**config.mk**
```make
export PLATFORM = sky130hd
export DESIGN_NAME = framestore_arbiter
export DESIGN_NICKNAME = d
export VERILOG_FILES = /design/src/rtl/framestore_arbiter_pkg.sv /design/src/rtl/framestore_arbiter_rr_select.sv /design/src/rtl/framestore_arbiter.sv
export SDC_FILE = /design/constraint.sdc
export NUM_CORES = 1
export LEC_CHECK = 0
export CORE_MARGIN = 5
export CORE_UTILIZATION = 44
export DETAILED_ROUTE_END_ITERATION = 16
export PLACE_DENSITY = 0.87
export SKIP_LAST_GASP = 1
export SYNTH_ARGS = -nofsm -noshare
export SYNTH_HDL_FRONTEND = slang
export SYNTH_HIERARCHICAL = 1
export SYNTH_SLANG_ARGS = --single-unit
```
**constraint.sdc**
```tcl
create_clock -name clk -period 3 [get_ports clk]
set_input_delay 0.45 -clock clk [delete_from_list [all_inputs] [get_ports clk]]
set_output_delay 0.45 -clock clk [all_outputs]
set_load 0.05 [all_outputs]
```
**src/rtl/framestore_arbiter_pkg.sv**
```systemverilog
// Shared definitions for the frame-store arbiter: bus widths, FSM state
// codes, owner codes and a helper that sizes the VDU wait counter.
package framestore_arbiter_pkg;

  localparam int FS_ADDR_W       = 18;  // 256K x 32-bit words
  localparam int FS_DATA_W       = 32;
  localparam int FS_VDU_DEADLINE = 3;

  typedef enum logic [1:0] {
    ST_IDLE = 2'd0,
    ST_BUSY = 2'd1,
    ST_DONE = 2'd2
  } state_e;

  typedef enum logic [1:0] {
    OWN_VDU = 2'd0,
    OWN_DRW = 2'd1,
    OWN_HST = 2'd2
  } owner_e;

  // The wait counter must be able to hold deadline+1, the value that flags
  // a late VDU fetch.
  function automatic int cnt_width(input int deadline);
    return (deadline + 2 > 2) ? $clog2(deadline + 2) : 1;
  endfunction

endpackage

```
**src/rtl/framestore_arbiter_rr_select.sv**
```systemverilog
// Two-way round-robin picker between the drawing engine and the host bus.
// When both request, the one that did not own the last access wins.
module fsa_rr_select
  import framestore_arbiter_pkg::*;
(
  input  logic   drw_req_i,
  input  logic   hst_req_i,
  input  owner_e last_i,
  output logic   valid_o,
  output owner_e winner_o
);

  // Pick the winner from the pending requests and the last owner.
  always_comb begin
    // NOTE: every output gets a default before any branch, so no path
    // leaves a signal unassigned and no latch is inferred.
    valid_o  = drw_req_i | hst_req_i;
    winner_o = OWN_DRW;
    if (drw_req_i && hst_req_i) begin
      winner_o = (last_i == OWN_DRW) ? OWN_HST : OWN_DRW;
    end else if (hst_req_i) begin
      winner_o = OWN_HST;
    end
  end

endmodule

```
**src/rtl/framestore_arbiter.sv**
```systemverilog
// Frame-store memory port arbiter. The VDU has fixed top priority (reads
// only); the drawing engine and host bus share round-robin. One access at a
// time, never preempted. A sticky flag records any VDU fetch that waited
// longer than its deadline.
module framestore_arbiter
  import framestore_arbiter_pkg::*;
#(
  parameter int ADDR_W       = FS_ADDR_W,
  parameter int DATA_W       = FS_DATA_W,
  parameter int VDU_DEADLINE = FS_VDU_DEADLINE
) (
  input  logic                clk,
  input  logic                reset,
  // VDU controller (read-only)
  input  logic                vdu_req,
  input  logic [ADDR_W-1:0]   vdu_address,
  output logic                vdu_ack,
  output logic [DATA_W-1:0]   vdu_data,
  // drawing engine
  input  logic                drw_req,
  input  logic                drw_wr,
  input  logic [ADDR_W-1:0]   drw_address,
  input  logic [DATA_W/8-1:0] drw_be,
  input  logic [DATA_W-1:0]   drw_wdata,
  output logic                drw_ack,
  output logic [DATA_W-1:0]   drw_rdata,
  // host bus
  input  logic                hst_req,
  input  logic                hst_wr,
  input  logic [ADDR_W-1:0]   hst_address,
  input  logic [DATA_W/8-1:0] hst_be,
  input  logic [DATA_W-1:0]   hst_wdata,
  output logic                hst_ack,
  output logic [DATA_W-1:0]   hst_rdata,
  // memory port
  output logic                mem_req,
  output logic                mem_wr,
  output logic [DATA_W/8-1:0] mem_be,
  output logic [ADDR_W-1:0]   mem_address,
  output logic [DATA_W-1:0]   mem_wdata,
  input  logic [DATA_W-1:0]   mem_rdata,
  input  logic                mem_ack,
  // status
  output logic                vdu_late
);

  localparam int BE_W  = DATA_W / 8;
  localparam int CNT_W = cnt_width(VDU_DEADLINE);
  localparam logic [CNT_W-1:0] CNT_LATE = CNT_W'(VDU_DEADLINE + 1);

  state_e              state_q, state_d;
  owner_e              owner_q, owner_d;
  owner_e              rr_last_q, rr_last_d;
  logic                mem_req_q, mem_req_d;
  logic                mem_wr_q, mem_wr_d;
  logic [BE_W-1:0]     mem_be_q, mem_be_d;
  logic [ADDR_W-1:0]   mem_address_q, mem_address_d;
  logic [DATA_W-1:0]   mem_wdata_q, mem_wdata_d;
  logic                vdu_ack_q, vdu_ack_d;
  logic                drw_ack_q, drw_ack_d;
  logic                hst_ack_q, hst_ack_d;
  logic [DATA_W-1:0]   vdu_data_q, vdu_data_d;
  logic [DATA_W-1:0]   drw_rdata_q, drw_rdata_d;
  logic [DATA_W-1:0]   hst_rdata_q, hst_rdata_d;
  logic [CNT_W-1:0]    wait_cnt_q, wait_cnt_d;
  logic                vdu_late_q, vdu_late_d;

  logic                rr_valid;
  owner_e              rr_winner;

  fsa_rr_select u_rr_select (
    .drw_req_i (drw_req),
    .hst_req_i (hst_req),
    .last_i    (rr_last_q),
    .valid_o   (rr_valid),
    .winner_o  (rr_winner)
  );

  // State register: synchronous reset abandons any access in flight.
  always_ff @(posedge clk) begin
    // NOTE: state registers use non-blocking assignments so every flop
    // samples the pre-edge values regardless of process ordering.
    if (reset) begin
      state_q       <= ST_IDLE;
      owner_q       <= OWN_VDU;
      rr_last_q     <= OWN_HST;
      mem_req_q     <= 1'b0;
      mem_wr_q      <= 1'b0;
      mem_be_q      <= '0;
      mem_address_q <= '0;
      mem_wdata_q   <= '0;
      vdu_ack_q     <= 1'b0;
      drw_ack_q     <= 1'b0;
      hst_ack_q     <= 1'b0;
      vdu_data_q    <= '0;
      drw_rdata_q   <= '0;
      hst_rdata_q   <= '0;
      wait_cnt_q    <= '0;
      vdu_late_q    <= 1'b0;
    end else begin
      state_q       <= state_d;
      owner_q       <= owner_d;
      rr_last_q     <= rr_last_d;
      mem_req_q     <= mem_req_d;
      mem_wr_q      <= mem_wr_d;
      mem_be_q      <= mem_be_d;
      mem_address_q <= mem_address_d;
      mem_wdata_q   <= mem_wdata_d;
      vdu_ack_q     <= vdu_ack_d;
      drw_ack_q     <= drw_ack_d;
      hst_ack_q     <= hst_ack_d;
      vdu_data_q    <= vdu_data_d;
      drw_rdata_q   <= drw_rdata_d;
      hst_rdata_q   <= hst_rdata_d;
      wait_cnt_q    <= wait_cnt_d;
      vdu_late_q    <= vdu_late_d;
    end
  end

  // Next-state logic: grant in IDLE, hold the bus in BUSY, pulse ack in DONE,
  // and track how long a pending VDU request has been kept waiting.
  always_comb begin
    state_d       = state_q;
    owner_d       = owner_q;
    rr_last_d     = rr_last_q;
    mem_req_d     = mem_req_q;
    mem_wr_d      = mem_wr_q;
    mem_be_d      = mem_be_q;
    mem_address_d = mem_address_q;
    mem_wdata_d   = mem_wdata_q;
    vdu_ack_d     = 1'b0;
    drw_ack_d     = 1'b0;
    hst_ack_d     = 1'b0;
    vdu_data_d    = vdu_data_q;
    drw_rdata_d   = drw_rdata_q;
    hst_rdata_d   = hst_rdata_q;
    wait_cnt_d    = wait_cnt_q;
    vdu_late_d    = vdu_late_q;

    case (state_q)
      ST_IDLE: begin
        if (vdu_req) begin
          owner_d       = OWN_VDU;
          mem_req_d     = 1'b1;
          mem_wr_d      = 1'b0;
          mem_be_d      = '1;
          mem_address_d = vdu_address;
          mem_wdata_d   = '0;
          state_d       = ST_BUSY;
        end else if (rr_valid) begin
          owner_d   = rr_winner;
          mem_req_d = 1'b1;
          state_d   = ST_BUSY;
          if (rr_winner == OWN_HST) begin
            mem_wr_d      = hst_wr;
            mem_be_d      = hst_be;
            mem_address_d = hst_address;
            mem_wdata_d   = hst_wdata;
          end else begin
            mem_wr_d      = drw_wr;
            mem_be_d      = drw_be;
            mem_address_d = drw_address;
            mem_wdata_d   = drw_wdata;
          end
        end
      end

      ST_BUSY: begin
        // mem_* stay frozen until the memory completes the access.
        if (mem_ack) begin
          mem_req_d = 1'b0;
          mem_wr_d  = 1'b0;
          state_d   = ST_DONE;
          case (owner_q)
            OWN_VDU: begin
              vdu_data_d = mem_rdata;
              vdu_ack_d  = 1'b1;
            end
            OWN_DRW: begin
              if (!mem_wr_q) drw_rdata_d = mem_rdata;
              drw_ack_d = 1'b1;
            end
            default: begin
              if (!mem_wr_q) hst_rdata_d = mem_rdata;
              hst_ack_d = 1'b1;
            end
          endcase
        end
      end

      ST_DONE: begin
        if (owner_q != OWN_VDU) rr_last_d = owner_q;
        state_d = ST_IDLE;
      end

      default: state_d = ST_IDLE;
    endcase

    // A VDU request is "waiting" unless it is being granted now or already
    // owns the bus.
    if (state_q == ST_IDLE && vdu_req) begin
      wait_cnt_d = '0;
    end else if (vdu_req && !(state_q != ST_IDLE && owner_q == OWN_VDU)) begin
      if (wait_cnt_q != CNT_LATE) wait_cnt_d = wait_cnt_q + 1'b1;
    end
    if (wait_cnt_d == CNT_LATE) vdu_late_d = 1'b1;
  end

  assign vdu_ack     = vdu_ack_q;
  assign vdu_data    = vdu_data_q;
  assign drw_ack     = drw_ack_q;
  assign drw_rdata   = drw_rdata_q;
  assign hst_ack     = hst_ack_q;
  assign hst_rdata   = hst_rdata_q;
  assign mem_req     = mem_req_q;
  assign mem_wr      = mem_wr_q;
  assign mem_be      = mem_be_q;
  assign mem_address = mem_address_q;
  assign mem_wdata   = mem_wdata_q;
  assign vdu_late    = vdu_late_q;

endmodule
```
==> flow_summary.toml, run 1 <==
[clocking]
clkSinkCount = 165
clkTransAtPathRegs_ns = 0.06
cts_resized = 0
clock_latency_ns = 0.41
h-tree-depth = 4
cts_root_buf = "clkbuf_16"
cts_tree = "built"
cts_buffers = 17
cts_hold_buf = 0
clockBufferDepth = 2
postCtsSetupBuffers = 0

[synth]
synthSimpleGateAreaFrac = 0.187
postSynthAreaPerCell_um2 = 8.51
synthDistinctLibCells = 35
yosys_warnings = 6
synth.area.mux_share = 0.0951
synth_seq_cells = 165
synth_adder_area_share = 0.00381
yosysSeqAreaShare = 0.503
syn-instance-count = 771
synthesis.nets = 939
synth_top_family_by_area = "simple AND/OR/NAND/NOR gates"
synth_xor_area_frac = 0.00133
synth_area_um2 = 6560
synth-compound-area-share = 0.167

[setup_path]
cp_top_family = "buffers and inverters"
crit_type = "reg -> out"
timing.rr.end = "mem_wdata[9]$_SDFFE_PP0P_"
r2r-start = "rr_last_q[0]$_SDFFE_PP0P_"
crit_chain = "clkdlybuf4s50_1"
critPathArrivalTime_ns = 1.81
reg2reg_depth = 7
cp_slowest_cell = "clkdlybuf4s50_1"
start_kind = "flop"
cp-end-kind = "output pin"
critPathMaxFanout = 6
rrSetupSlack_ns = 1.08
worstPathRequired_ns = 2.55
cp_slowest_stage_delay_ns = 0.91
critPathBufInv = 1

[drt]
routed_wl_um = 21700
drc = 0
via_per_inst = 5.26
first_pass_iters = 5
antenna_left = 0
vias = 6649
dr.first_iter.drc_count = 366
post_drt_wl_per_cell_um = 17.2

[die]
start_util = 0.450
fp.dieW_um = 132
dieArea_um2 = 17500
core_area_um2 = 14600
fp.dieH_um = 132
io_pins = 322
rows = 44

[power]
power_density_nw_per_um2 = 545
ir_worst_vdd_uv = 365
p_leak_nw = 3.70

[placed_design]
gp_congestion = 0.834
hpwlAfterDp_um = 16000
place.port_buffers = 321

[min_path]
min_path_type = "in -> reg"
min_from = "reset"
min_path_cells = 2
hold_end = "mem_wdata[25]$_SDFFE_PP0P_"

[finish]
syn2layout_area_growth_pct = 61.1
num_antenna_cells = 0
fin_nets = 1235
drive_above_1_share = 0.100
fin_util = 0.725

[global_routing]
grt_overflow = 0
grt_pass1_wl_um = 33600
antenna_found_initial = 0
grt_max_degree = 78
first_global_vias = 6429
grt.total_usage = 0.237

[sta]
fmaxAchievable_mhz = 442
tightest_slew_ns = 0.734
hold_viol_final = 0
slew_headroom = 0.511
finalSetupViolations = 0
period_needed_ns = 2.26
drv_slew = 0
setup_tns_ns = 0
finalCritPeriodShare = 0.754
rsz0062_at_grt = "no"
fin_skew_ns = 0.00631

[outcome]
outcome = "completed"

[flow_run]
max_cap_violations = 0
-- cell usage in the layout, fill, tap and decap left out, types with 5 or more instances in the layout --
cell,instances
buf_4,17
clkbuf_16,17
mux2_2,51
nand2b_1,19
mux2i_1,5
bufinv_16,5
inv_1,5
nor2_1,39
a22oi_1,33
o21ai_0,5
nand2_1,218
dfxtp_1,165
o211ai_1,19
clkdlybuf4s50_1,320
a21oi_1,122
-- registers in the layout (all words and copies together), names as in the netlist --
name	flops
owner_q	2
mem_address	18
mem_wr	1
wait_cnt_q	3
rr_last_q	2
vdu_ack	1
state_q	2
mem_be	4
mem_wdata	32
mem_req	1
drw_ack	1
vdu_data	32
vdu_late	1
hst_ack	1
hst_rdata	32
drw_rdata	32
-- kinds of logic (layout without fill, tap and decap cells) --
kind of cell | Yosys count | count (layout)
adders and majority gates | 2 | 2
muxes | 56 | 56
AOI/OAI and AO/OA | 188 | 188
buffers and inverters | 66 | 375
and+or+nand+nor | 293 | 293
DFF | 165 | 165
xor gates and xnor gates | 1 | 1
-- through the flow --
| step | hold slack (ns) | setup WS (ns) | instance area (µm²) | total power [W] | std cells |
|---|---|---|---|---|---|
| detailed placement | 0.445 | 0.578 | 9930 | 0.00345 | 1232 |
| finish | 0.388 | 0.739 | 10600 | 0.00577 | 1264 |
| CTS | 0.369 | 0.709 | 10600 | 0.00581 | 1264 |
| global placement | 0.440 | 0.621 | 9930 | 0.00343 | 1232 |
| global route | 0.385 | 0.660 | 10600 | 0.00597 | 1264 |
| floorplan | 0.437 | 1.17 | 6560 | 0.00296 | 771 |
-- how the worst max path moves through the flow --
stage / start / to / slack [ns] / cells past startpoint
floorplan: drw_req / mem_address[10]$_SDFFE_PP0P_ / 1.17 / 8
global placement: hst_req / mem_wr$_SDFFE_PP0P_ / 0.62 / 7
detailed placement: hst_req / mem_wdata[9]$_SDFFE_PP0P_ / 0.58 / 7
CTS: mem_wr$_SDFFE_PP0P_ / mem_wr / 0.71 / 1
global route: mem_wr$_SDFFE_PP0P_ / mem_wr / 0.66 / 1
finish: mem_wr$_SDFFE_PP0P_ / mem_wr / 0.74 / 1
-- power by group --
group	leakage [nW]	switching [W]	internal [W]
sequential	1.34	0.0000540	0.00228
clock	0.311	0.000859	0.00150
combinational	2.05	0.000609	0.000461
total	3.70	0.00152	0.00424
-- cell usage after synthesis (all sizes together) --
cell type | number | area share
a211oi | 1 | 0.0011
a21o | 1 | 0.0011
a21oi | 122 | 0.093
a22oi | 33 | 0.038
a32o | 1 | 0.0015
a32oi | 1 | 0.0013
and2 | 1 | 0.00095
buf | 25 | 0.019
clkbuf | 36 | 0.021
dfxtp | 165 | 0.50
ha | 2 | 0.0038
inv | 5 | 0.0029
mux2 | 51 | 0.088
mux2i | 5 | 0.0076
nand2 | 218 | 0.12
nand2b | 19 | 0.018
nand3 | 1 | 0.00076
nand3b | 1 | 0.0031
nor2 | 39 | 0.022
nor2b | 3 | 0.0040
nor3 | 4 | 0.0046
nor3b | 1 | 0.0019
nor4b | 1 | 0.0013
o211ai | 19 | 0.022
o21a | 2 | 0.0023
o21ai | 7 | 0.0053
o311ai | 1 | 0.0013
or2 | 1 | 0.00095
or3 | 2 | 0.0019
or3b | 2 | 0.0027
xnor2 | 1 | 0.0013
-- final cells by class --
cell class,count,area (µm²)
fill,1056,4010
tap,184,230
timing repair buffer,338,3350
clock buffer,20,447
sequential,165,3300
multi-input combinational,540,3020
inverter,5,18.8
clock inverter,12,201
-- layer usage --
layer  up-vias  share of wire  GRT usage
met4         0          0.032      0.103
met2       315           0.50      0.412
met1      3094           0.38      0.268
met5         -              0          0
li1       3193              -          -
met3        47          0.088     0.0733
Note: power is estimated with default switching activity, not from simulation.
==> run 2: changes to the inputs <==
CORE_UTILIZATION = 41   (was 44)
PLACE_DENSITY = 0.82   (was 0.87)
clock period = 2.08 ns   (was 3 ns; I/O delays follow)
==> run 2 against run 1 <==
Net effect: non-clock buffer count up 7; core utilization shrank 4.3 points; flip-flop and latch count did not move; sequential share of layout area decreased by 0.53 points; power is 45% higher; clock skew grew 0.00077 ns; final area increased by 1.7%; critical path depth is the same; worst hold slack lost 0.12 ns; cell count rose by 3.1%; critical endpoint is now mem_wdata[26]; largest cell class unchanged.
==> flow_summary.toml, run 2 (synthesis results as in run 1) <==
[global_routing]
antenna_found_initial = 0
busiest_layer = "met2"
grt_pass1_wl_um = 33600
grt_overflow = 0
gr-usage-met2 = 0.391
globalRouteMet1Util = 0.263
first_global_vias = 6403
use_met3 = 0.0849
grt.total_usage = 0.228
grt_max_degree = 80

[sta]
hold_viol_final = 0
slew_headroom = 0.619
fmaxAchievable_mhz = 509
drv_slew = 0
finalSetupViolations = 0
rsz0062_at_grt = "no"
finalCritPeriodShare = 0.945
fin_skew_ns = 0.00708
tightest_slew_ns = 0.570
period_needed_ns = 1.96

[setup_path]
critPathBufInv = 1
cp_slowest_cell = "clkdlybuf4s50_1"
cp_slowest_stage_delay_ns = 0.84
cp-end-kind = "output pin"
crit_chain = "clkdlybuf4s50_1"
crit_type = "reg -> out"
critPathLaunch = "mem_wdata[26]$_SDFFE_PP0P_"
start_kind = "flop"
cp_top_family = "buffers and inverters"
reg2reg_depth = 7
endpoint = "mem_wdata[26]"
critPathMaxFanout = 2
worstPathRequired_ns = 1.77
critPathArrivalTime_ns = 1.65
r2r-start = "rr_last_q[0]$_SDFFE_PP0P_"
timing.rr.end = "mem_address[14]$_SDFFE_PP0P_"
rrSetupSlack_ns = 0.29
cp.depth = 1

[min_path]
min_path_type = "in -> reg"

[clocking]
postCtsSetupBuffers = 0
cts_hold_buf = 0
cts_resized = 0
cts_buffers = 17
clockBufferDepth = 2
h-tree-depth = 4
cts_root_buf = "clkbuf_16"
clkTransAtPathRegs_ns = 0.07
clock_latency_ns = 0.42
clkSinkCount = 165
cts_tree = "built"

[drt]
post_drt_wl_per_cell_um = 16.8
vias = 6583
dr.first_iter.drc_count = 284
first_pass_iters = 5
antenna_left = 0
routed_wl_um = 21800
drc = 0
via_per_inst = 5.05

[power]
p_clk_frac = 0.409
power_density_nw_per_um2 = 779
switching_power_w = 0.00225
pwr-share-comb = 0.189
p_leak_nw = 3.75
ir_worst_vdd_uv = 542
p_int_w = 0.00613
switching_share = 0.268
seqPwrFrac = 0.402

[finish]
mostFrequentLayoutCells = "319 x clkdlybuf4s50_1, 218 x nand2_1, 165 x dfxtp_1"
final_common_cell = "clkdlybuf4s50_1"
design_area_um2 = 10800
syn2layout_area_growth_pct = 63.9
fin_nets = 1242
fin_util = 0.682
drive_above_1_share = 0.105
num_antenna_cells = 0

[die]
fp.dieH_um = 137
rows = 46
fp.dieW_um = 137
core_area_um2 = 15800
start_util = 0.416
dieArea_um2 = 18600
io_pins = 322

[placed_design]
placed_area_um2 = 10100
hpwlAfterDp_um = 15900
place.port_buffers = 321
gp_congestion = 0.844

[flow_run]
max_cap_violations = 0

[outcome]
outcome = "completed"
## run 2: cell count changes in the layout (fill, tap and decap cells not counted), sizes merged
cell / delta
clkinv: -3
clkdlybuf4s50: -1
clkbuf: +1
buf: +8
clkinvlp: +1
inv: +1
## run 2: power by group through the flow
stage               Combinational, W  Sequential (W)  Clock (W)
floorplan                   0.000427         0.00384          0
global placement             0.00157         0.00343          0
detailed placement           0.00158         0.00343          0
CTS                          0.00159         0.00336    0.00349
global route                 0.00167         0.00338    0.00364
finish                       0.00158         0.00336    0.00343
## run 2: metal layers
metal,part of all wire,up-vias
li1,-,3200
met1,0.38,3079
met2,0.50,269
met3,0.098,35
met4,0.023,0
met5,0,-
## run 2: worst min-delay path by stage
stage | depth (start not counted) | slack [ns] | end | start
CTS | 2 | 0.25 | mem_wdata[28]$_SDFFE_PP0P_ | reset
detailed placement | 2 | 0.45 | hst_rdata[23]$_SDFFE_PP0P_ | hst_rdata[23]$_SDFFE_PP0P_
global placement | 2 | 0.44 | mem_address[3]$_SDFFE_PP0P_ | mem_address[3]$_SDFFE_PP0P_
finish | 2 | 0.27 | mem_wdata[30]$_SDFFE_PP0P_ | reset
floorplan | 1 | 0.39 | state_q[1]$_SDFFE_PP0P_ | reset
global route | 2 | 0.26 | mem_wdata[30]$_SDFFE_PP0P_ | reset
## run 2: area by class of cell
cell class | instances | area [µm²]
clock buffers | 21 | 440
multi-input cells | 540 | 3020
inverters | 5 | 18.8
repair buffers | 345 | 3500
well taps | 216 | 270
flip-flops and latches | 165 | 3300
clock inverters | 11 | 199
fillers | 1286 | 5010
## run 2: metrics by stage
step	worst slack [ns]	total power [W]	cells	setup TNS (ns)	hold WS [ns]
6_report	0.115	0.00837	1303	0	0.269
4_1_cts	0.106	0.00845	1303	0	0.251
2_1_floorplan	0.324	0.00427	771	0	0.392
5_1_grt	0.0880	0.00869	1303	0	0.262
3_5_place_dp	-0.108	0.00502	1271	-2.96	0.446
3_3_place_gp	-0.0771	0.00500	1271	-2.48	0.440
